`config.mk`:
```
export PLATFORM = sky130hd
export DESIGN_NAME = cfg_lock_sequencer
export DESIGN_NICKNAME = d
export VERILOG_FILES = /design/src/rtl/cfg_lock_sequencer.sv
export SDC_FILE = /design/constraint.sdc
export NUM_CORES = 1
export LEC_CHECK = 0
export CORE_MARGIN = 2
export CORE_UTILIZATION = 43
export CTS_BUF_LIST = sky130_fd_sc_hd__clkbuf_16
export DETAILED_ROUTE_END_ITERATION = 7
export PLACE_DENSITY = 0.85
export SYNTH_ARGS = -nofsm -noshare
export SYNTH_HDL_FRONTEND = slang
export SYNTH_SLANG_ARGS = --single-unit
```
`constraint.sdc`:
```
create_clock -name clk -period 4.2 [get_ports clk]
set_clock_uncertainty 0.2 [all_clocks]
set_input_delay 0.84 -clock clk [delete_from_list [all_inputs] [get_ports clk]]
set_output_delay 0.84 -clock clk [all_outputs]
set_load 0.005 [all_outputs]
```
`src/rtl/cfg_lock_sequencer.sv`:
```
// Purpose: programs a lockable config register, optionally verifies it by readback, then locks it.
// Latency: done SETTLE_CYCLES+3 edges after start (SETTLE_CYCLES+2 without readback); retry adds SETTLE_CYCLES+2.
// Backpressure: none; start sampled only in IDLE, scan_mode/debug_unlocked abort to a locked ERROR state.
// Optional feature: readback check compiled in when CFG_LOCK_READBACK_EN is defined.
module cfg_lock_sequencer #(
   parameter int SETTLE_CYCLES = 2,
   parameter int MAX_RETRY     = 3
) (
   input  logic        clk,
   input  logic        resetn,
   input  logic        start,
   input  logic [15:0] cfg_data,
   input  logic        scan_mode,
   input  logic        debug_unlocked,
   input  logic [15:0] reg_rdata,
   output logic [15:0] reg_wdata,
   output logic        reg_write,
   output logic        reg_lock,
   output logic        busy,
   output logic        done,
   output logic        error,
   output logic [1:0]  err_code,
   output logic [1:0]  retry_cnt
);

   typedef enum logic [2:0] {
      S_IDLE, S_WRITE, S_SETTLE, S_CHECK, S_LOCK, S_DONE, S_ERROR
   } state_t;

   localparam logic [3:0] SETTLE_LD = 4'(SETTLE_CYCLES);

   localparam logic [1:0] ERR_NONE     = 2'b00;
   localparam logic [1:0] ERR_MODE_ST  = 2'b01;
   localparam logic [1:0] ERR_READBACK = 2'b10;
   localparam logic [1:0] ERR_MODE_MID = 2'b11;

   state_t      state_q, state_d;
   logic [15:0] wdata_q, wdata_d;
   logic [3:0]  cnt_q, cnt_d;
   logic        lock_q, lock_d;
   logic [1:0]  code_q, code_d;
   logic        mode_block;
   logic        in_seq;

`ifdef CFG_LOCK_READBACK_EN
   localparam logic [1:0] RETRY_MAX = 2'(MAX_RETRY);
   logic [1:0]  retry_q, retry_d;
`else
   // Readback path absent: these inputs/params intentionally have no load.
   localparam logic [1:0] UNUSED_RETRY_MAX = 2'(MAX_RETRY);
   logic        unused_rdata;
   assign unused_rdata = ^reg_rdata;
`endif

   assign mode_block = scan_mode | debug_unlocked;
   assign in_seq     = (state_q == S_WRITE) || (state_q == S_SETTLE) || (state_q == S_CHECK);

   // State and datapath registers; reset drops everything to a quiet IDLE.
   always_ff @(posedge clk or negedge resetn) begin
      if (!resetn) begin
         state_q <= S_IDLE;
         wdata_q <= '0;
         cnt_q   <= '0;
         lock_q  <= 1'b0;
         code_q  <= ERR_NONE;
`ifdef CFG_LOCK_READBACK_EN
         retry_q <= '0;
`endif
      end else begin
         state_q <= state_d;
         wdata_q <= wdata_d;
         cnt_q   <= cnt_d;
         lock_q  <= lock_d;
         code_q  <= code_d;
`ifdef CFG_LOCK_READBACK_EN
         retry_q <= retry_d;
`endif
      end
   end

   // Next-state logic; a test/debug mode abort mid-sequence overrides every other transition.
   always_comb begin
      state_d   = state_q;
      wdata_d   = wdata_q;
      cnt_d     = cnt_q;
      lock_d    = lock_q;
      code_d    = code_q;
      reg_write = 1'b0;
`ifdef CFG_LOCK_READBACK_EN
      retry_d   = retry_q;
`endif
      case (state_q)
         S_IDLE: begin
            if (start) begin
               if (mode_block) begin
                  state_d = S_ERROR;
                  code_d  = ERR_MODE_ST;
                  lock_d  = 1'b1;
               end else begin
                  state_d = S_WRITE;
                  wdata_d = cfg_data;
               end
            end
         end
         S_WRITE: begin
            // Strobe is gated combinationally so a mode change never leaks a write.
            reg_write = ~mode_block;
            state_d   = S_SETTLE;
            cnt_d     = SETTLE_LD;
         end
         S_SETTLE: begin
            if (cnt_q <= 4'd1) begin
               cnt_d = '0;
`ifdef CFG_LOCK_READBACK_EN
               state_d = S_CHECK;
`else
               state_d = S_LOCK;
               lock_d  = 1'b1;
`endif
            end else begin
               cnt_d = cnt_q - 4'd1;
            end
         end
`ifdef CFG_LOCK_READBACK_EN
         S_CHECK: begin
            if (reg_rdata == wdata_q) begin
               state_d = S_LOCK;
               lock_d  = 1'b1;
            end else if (retry_q < RETRY_MAX) begin
               retry_d = retry_q + 2'd1;
               state_d = S_WRITE;
            end else begin
               state_d = S_ERROR;
               code_d  = ERR_READBACK;
               lock_d  = 1'b1;
            end
         end
`endif
         S_LOCK:  state_d = S_DONE;
         S_DONE:  state_d = S_DONE;
         S_ERROR: state_d = S_ERROR;
         default: begin
            // Unreachable encodings fail secure.
            state_d = S_ERROR;
            code_d  = ERR_MODE_MID;
            lock_d  = 1'b1;
         end
      endcase

      if (in_seq && mode_block) begin
         state_d = S_ERROR;
         code_d  = ERR_MODE_MID;
         lock_d  = 1'b1;
      end
   end

   assign reg_wdata = wdata_q;
   assign reg_lock  = lock_q;
   assign busy      = in_seq;
   assign done      = (state_q == S_DONE);
   assign error     = (state_q == S_ERROR);
   assign err_code  = code_q;
`ifdef CFG_LOCK_READBACK_EN
   assign retry_cnt = retry_q;
`else
   assign retry_cnt = 2'd0;
`endif

endmodule

```
==> impl_metrics.json, run 1 <==
{
  "ys_warn_count": 0,
  "synth.area.top_cells": "dfrtp_1 (51%), mux2_4 (12%), mux2_2 (5.3%)",
  "area_growth_syn_to_layout_pct": 40.6,
  "power.density_nw_per_um2": 299,
  "multi_input_area_um2": 564,
  "regArea_um2": 651,
  "htreeDepth": 1,
  "antenna_found_initial": 0,
  "gp_congestion": 0.749,
  "post_cts_buffers": 0,
  "reg2reg_depth": 4,
  "path_depth": 5,
  "critPathTopFamily": "buffers and inverters",
  "total_power_uw": 533,
  "drtAntennaViolNets": 0,
  "end_kind": "output port",
  "via_per_inst": 5.39,
  "initial_core_util_pct": 45.6,
  "die_h_um": 58.3,
  "relSlewSlack_pct": 26.5,
  "grt_max_degree": 27,
  "clock-root-buffer": "clkbuf_16",
  "synth_async_sr_flop_share_pct": 100,
  "yosys_register_bits": 26,
  "hold_buffers": 0,
  "synth.distinct_cells": 36,
  "crit_chain": "clkdlybuf4s50_1 -> or2_2 -> nor2_1 -> and3_1 -> clkdlybuf4s50_1",
  "numCtsBuffers": 3,
  "crit_type": "in -> out",
  "yosysSeqAreaShare_pct": 51.3,
  "clkLatencyLatePin_ns": 0.26,
  "worst_pin_slew_ns": 1.10,
  "max_freq_ghz": 0.291,
  "synth_area_um2": 1270,
  "netlist.area_leader.share_pct": 51.3,
  "clockBufferDepth": 2,
  "leakagePower_nw": 0.813,
  "die_x_um": 58.3,
  "cts_resized": 0,
  "crit_slowest_cell": "clkdlybuf4s50_1",
  "min_path_type": "reg -> reg",
  "first_pass_iters": 4,
  "startpoint_type": "input port",
  "grt_pass1_wl_um": 4590,
  "arrival_ns": 2.40,
  "drt_iter0_drc": 24,
  "drive_gt1_share_pct": 15.5,
  "routed_wl_um": 2750,
  "syn_area_per_cell_um2": 12.0,
  "critPathBufInv": 2,
  "drc": 0,
  "synth-edff-count": 0,
  "slew_viol_final": 0,
  "rsz0062_at_grt": "no",
  "synth_flop_cell": "dfrtp_1",
  "critPathMaxFanout": 5,
  "setup_viol_count_final": 0,
  "run_status": "complete, no violations",
  "hpwlAfterDp_um": 2050,
  "nets": 188,
  "max-cap-violations": 0,
  "port_buffers": 43,
  "synth_area_leader_cell": "dfrtp_1",
  "post-route-util_pct": 64.1,
  "finalHoldViolCount": 0,
  "grt_pass1_vias": 1016,
  "grtUsageTotal_pct": 17.9,
  "dieArea_um2": 3400,
  "ir_drop_uv": 234,
  "fillCellCount": 201,
  "clkTransAtPathRegs_ns": 0.06,
  "routedWlPerCell_um": 15.4,
  "diodes": 0,
  "worstHoldPathCells": 1,
  "vias": 965,
  "cts_tree": "done",
  "cp_common_cell": "clkdlybuf4s50_1",
  "rows": 19,
  "max_stage_delay_ns": 0.50,
  "netlist_instances": 106,
  "min_period_ns": 3.44,
  "worstPathRequired_ns": 3.16,
  "grt_remaining_overflow": 0,
  "coreArea_um2": 2780,
  "period_share_pct": 82.0,
  "ios": 62,
  "clock-sinks": 26,
  "fin_setup_tns_ns": 0
}
==> area by class of cell <==
type	instances	share of cell area, %
repair buffers	43	24.2
well taps	31	2.18
flip-flops and latches	26	36.5
clock inverters	1	0.211
clock buffers	3	4.21
multi-input cells	70	31.7
inverters	5	1.05
==> final timing paths <==
kind / startpoint / endpoint / slack, ns
setup reg to reg: state_q[0] / reg_wdata[8] / 2.21
hold reg to reg: err_code[0] / err_code[0] / 0.27
setup / recovery: debug_unlocked / reg_write / 0.76
max in group asynchronous: resetn / cnt_q[2] / 2.16
hold / removal: err_code[0] / err_code[0] / 0.27
min in group asynchronous: resetn / reg_wdata[4] / 0.98
==> cells in the mapped netlist (all sizes together), types with 2 or more instances <==
| library cell | instances |
|---|---|
| dfrtp | 26 |
| or2 | 2 |
| mux2 | 16 |
| buf | 3 |
| nor2 | 6 |
| nand2 | 4 |
| and2 | 2 |
| ha | 2 |
| clkbuf | 3 |
| nor3b | 2 |
| nor3 | 2 |
| and3 | 2 |
| o21ai | 8 |
| a211oi | 2 |
| inv | 5 |
| a21oi | 6 |
==> stage by stage <==
step                      worst slack (ns)  std cells  area (um^2)  hold slack [ns]
after floorplan                       1.73        107         1270            0.251
after global placement               0.772        175         1700            0.244
after detailed placement             0.759        175         1700            0.251
after CTS                            0.759        179         1780            0.273
after global routing                 0.730        179         1780            0.307
final                                0.758        179         1780            0.273
==> state kept, by name, indices dropped and copies added (netlist names) <==
name / count
err_code: 2
reg_lock: 1
state_q: 3
cnt_q: 4
reg_wdata: 16
==> report_power, final <==
group	total, mW	internal [mW]	switching [mW]
registers	0.266	0.257	0.00875
logic	0.0606	0.0392	0.0214
clock network	0.207	0.127	0.0800
total	0.533	0.423	0.110
==> routing by layer <==
metal  track usage (%)  up-vias  share of wire, %
li1                  -      453                 -
met1              22.4      452                43
met2              30.3       56                49
met3              4.18        4               7.4
met4              6.31        0              0.62
met5                 0        -                 0
==> kinds of logic after synthesis <==
group	after synthesis	synth area share, %
other cells	1	0.296
mux	16	17.2
simple gates	25	12.2
buf+inv	11	4.44
fa+ha+maj	2	1.97
compound gates	25	12.5
flops	26	51.3
==> placed cells by master, fill, tap and decap left out, types with 2 or more instances in the layout <==
master           instances
and2_1                   2
a211oi_1                 2
nor2_1                   6
and3_1                   2
dfrtp_1                 26
mux2_4                  10
o21ai_0                  8
clkdlybuf4s50_1         43
inv_1                    5
nand2_1                  3
conb_1                   2
clkbuf_16                3
a21oi_1                  6
ha_1                     2
mux2_2                   6
nor3_1                   2
No activity file was read; power rests on OpenSTA's default activity.
==> run 2: changes to the inputs <==
--- a/config.mk
+++ b/config.mk
@@ -6,10 +6,10 @@
 export NUM_CORES = 1
 export LEC_CHECK = 0
 export CORE_MARGIN = 2
-export CORE_UTILIZATION = 43
+export CORE_UTILIZATION = 36
 export CTS_BUF_LIST = sky130_fd_sc_hd__clkbuf_16
 export DETAILED_ROUTE_END_ITERATION = 7
-export PLACE_DENSITY = 0.85
+export PLACE_DENSITY = 0.75
 export SYNTH_ARGS = -nofsm -noshare
 export SYNTH_HDL_FRONTEND = slang
 export SYNTH_SLANG_ARGS = --single-unit
==> constraint.sdc (replaced) <==
create_clock -name clk -period 3.1 [get_ports clk]
set_clock_uncertainty 0.2 [all_clocks]
set_input_delay 0.62 -clock clk [delete_from_list [all_inputs] [get_ports clk]]
set_output_delay 0.62 -clock clk [all_outputs]
set_load 0.005 [all_outputs]
==> run 2 against run 1 <==
Against the previous run: sequential share of layout area fell by 0.61 points; clock power is 33% higher; combinational power rose by 37%; routed wire length decreased by 7.0%; non-clock buffer count up 2; first-iteration DRC count shrank 46%; critical path type unchanged; largest power group unchanged; highest routed layer unchanged.
==> impl_metrics.json, run 2 (synthesis results as in run 1) <==
{
  "via_per_inst": 4.92,
  "power_frac_seq_pct": 50.1,
  "worstPathRequired_ns": 2.28,
  "crit_chain": "clkdlybuf4s50_1 -> or2_2 -> nor2_1 -> and3_1 -> clkdlybuf4s50_1",
  "port_buffers": 43,
  "placed_area_um2": 1740,
  "routedWlPerCell_um": 13.1,
  "run_status": "complete, no violations",
  "htreeDepth": 1,
  "cts_resized": 0,
  "ios": 62,
  "end_kind": "output port",
  "stdcell_count": 195,
  "hold_buffers": 0,
  "ir_drop_uv": 247,
  "regArea_um2": 651,
  "drc": 0,
  "die_x_um": 63.3,
  "hold_slack_ns": 0.259,
  "dp_cells": 192,
  "startpoint_type": "input port",
  "rsz0062_at_grt": "no",
  "clkLatencyLatePin_ns": 0.25,
  "grt_pass1_wl_um": 4260,
  "grt_pass1_vias": 991,
  "initial_core_util_pct": 37.7,
  "critPathTopFamily": "buffers and inverters",
  "clkPwrFrac_pct": 38.4,
  "final_cell_mix": "clkdlybuf4s50_1 (43), dfrtp_1 (26), mux2_4 (10)",
  "drtAntennaViolNets": 0,
  "min_path_type": "reg -> reg",
  "p_comb_share_pct": 11.6,
  "fin_setup_tns_ns": 0,
  "rrSetupSlack_ns": 1.11,
  "grt_max_degree": 27,
  "coreArea_um2": 3360,
  "p_int_uw": 573,
  "wl_met1_um": 1140,
  "wl_met2_um": 1210,
  "r2r-start": "state_q[0]",
  "rows": 21,
  "max_freq_ghz": 0.334,
  "grtUsageTotal_pct": 13.3,
  "total_power_uw": 719,
  "die_h_um": 63.3,
  "worstHoldPathCells": 1,
  "routed_wl_um": 2560,
  "critPathBufInv": 2,
  "reg2reg_depth": 4,
  "setup_viol_count_final": 0,
  "arrival_ns": 2.17,
  "clkTransAtPathRegs_ns": 0.06,
  "final_area_um2": 1810,
  "netSwitchingPower_uw": 145,
  "antenna_found_initial": 0,
  "numCtsBuffers": 3,
  "clockBufferDepth": 2,
  "post_cts_buffers": 0,
  "clock-root-buffer": "clkbuf_16",
  "route.met3.wl_um": 174,
  "critPathMaxFanout": 2,
  "largest_reg_flops": 16,
  "hp-start": "err_code[0]",
  "finalHoldViolCount": 0,
  "leakagePower_nw": 0.821,
  "diodes": 0,
  "drt_iter0_drc": 13,
  "clock-sinks": 26,
  "p_sw_share_pct": 20.2,
  "fillCellCount": 315,
  "first_pass_iters": 4,
  "hpwlAfterDp_um": 1950,
  "slew_viol_final": 0,
  "nets": 190,
  "period_share_pct": 96.4,
  "cts_tree": "done",
  "vias": 959,
  "crit_type": "in -> out",
  "multi_input_area_um2": 564,
  "mostFrequentLayoutCell": "clkdlybuf4s50_1",
  "grt_remaining_overflow": 0,
  "min_to": "err_code[0]",
  "cp_common_cell": "clkdlybuf4s50_1",
  "power.density_nw_per_um2": 397,
  "r2r_end": "reg_wdata[13]",
  "crit_slowest_cell": "clkdlybuf4s50_1",
  "area_growth_syn_to_layout_pct": 42.9,
  "drive_gt1_share_pct": 16.8,
  "topRoutingLayerUsed": "met4",
  "max_stage_delay_ns": 0.50,
  "gp_congestion": 0.756,
  "max-cap-violations": 0,
  "dieArea_um2": 4010,
  "min_period_ns": 2.99
}
==> run 2: changes by cell type in the layout (fill, tap and decap cells not counted) <==
| cell | before | now |
|---|---|---|
| buf_4 | 0 | 2 |
| clkinv_1 | 1 | 0 |
==> run 2: power by group through the flow <==
stage / clock [mW] / sequential (mW) / combinational (mW)
after floorplan: 0 / 0.360 / 0.0340
after global placement: 0 / 0.365 / 0.0823
after detailed placement: 0 / 0.365 / 0.0846
after CTS: 0.280 / 0.360 / 0.0847
after global routing: 0.301 / 0.362 / 0.0914
final: 0.276 / 0.360 / 0.0831
==> run 2: per-layer routing <==
layer	GRT usage (%)	vias to the layer above
met1	16.3	458
met4	5.71	0
li1	-	461
met5	0	-
met2	22.4	36
met3	2.86	4
==> run 2: stage by stage <==
step / setup WS [ns] / util, %
floorplan: 1.07 / -
global placement: 0.135 / 51.6
detailed placement: 0.114 / 51.6
CTS: 0.103 / 53.9
global route: 0.0226 / 53.9
finish: 0.110 / 53.9
==> run 2: worst register-to-register path, delay by kind of cell, from the launching register on <==
| family | cells | cell delay (ns) |
|---|---|---|
| multiplexers | 1 | 0.35 |
| flip-flops | 1 | 0.52 |
| AND/OR/NAND/NOR | 3 | 0.80 |
==> run 2: worst max-delay path by stage <==
stage / from / endpoint / slack (ns) / cells after the start
5_1_grt: debug_unlocked / reg_write / 0.02 / 5
2_1_floorplan: debug_unlocked / reg_write / 1.07 / 3
3_3_place_gp: debug_unlocked / reg_write / 0.14 / 5
6_report: debug_unlocked / reg_write / 0.11 / 5
3_5_place_dp: debug_unlocked / reg_write / 0.11 / 5
4_1_cts: debug_unlocked / reg_write / 0.10 / 5
==> run 2: final cells by class <==
| class | instances | area share (%) |
|---|---|---|
| Clock buffer | 3 | 4.14 |
| Inverter | 5 | 1.04 |
| Timing Repair Buffer | 45 | 24.6 |
| Sequential cell | 26 | 35.9 |
| Multi-Input combinational cell | 70 | 31.1 |
| Tap cell | 46 | 3.18 |
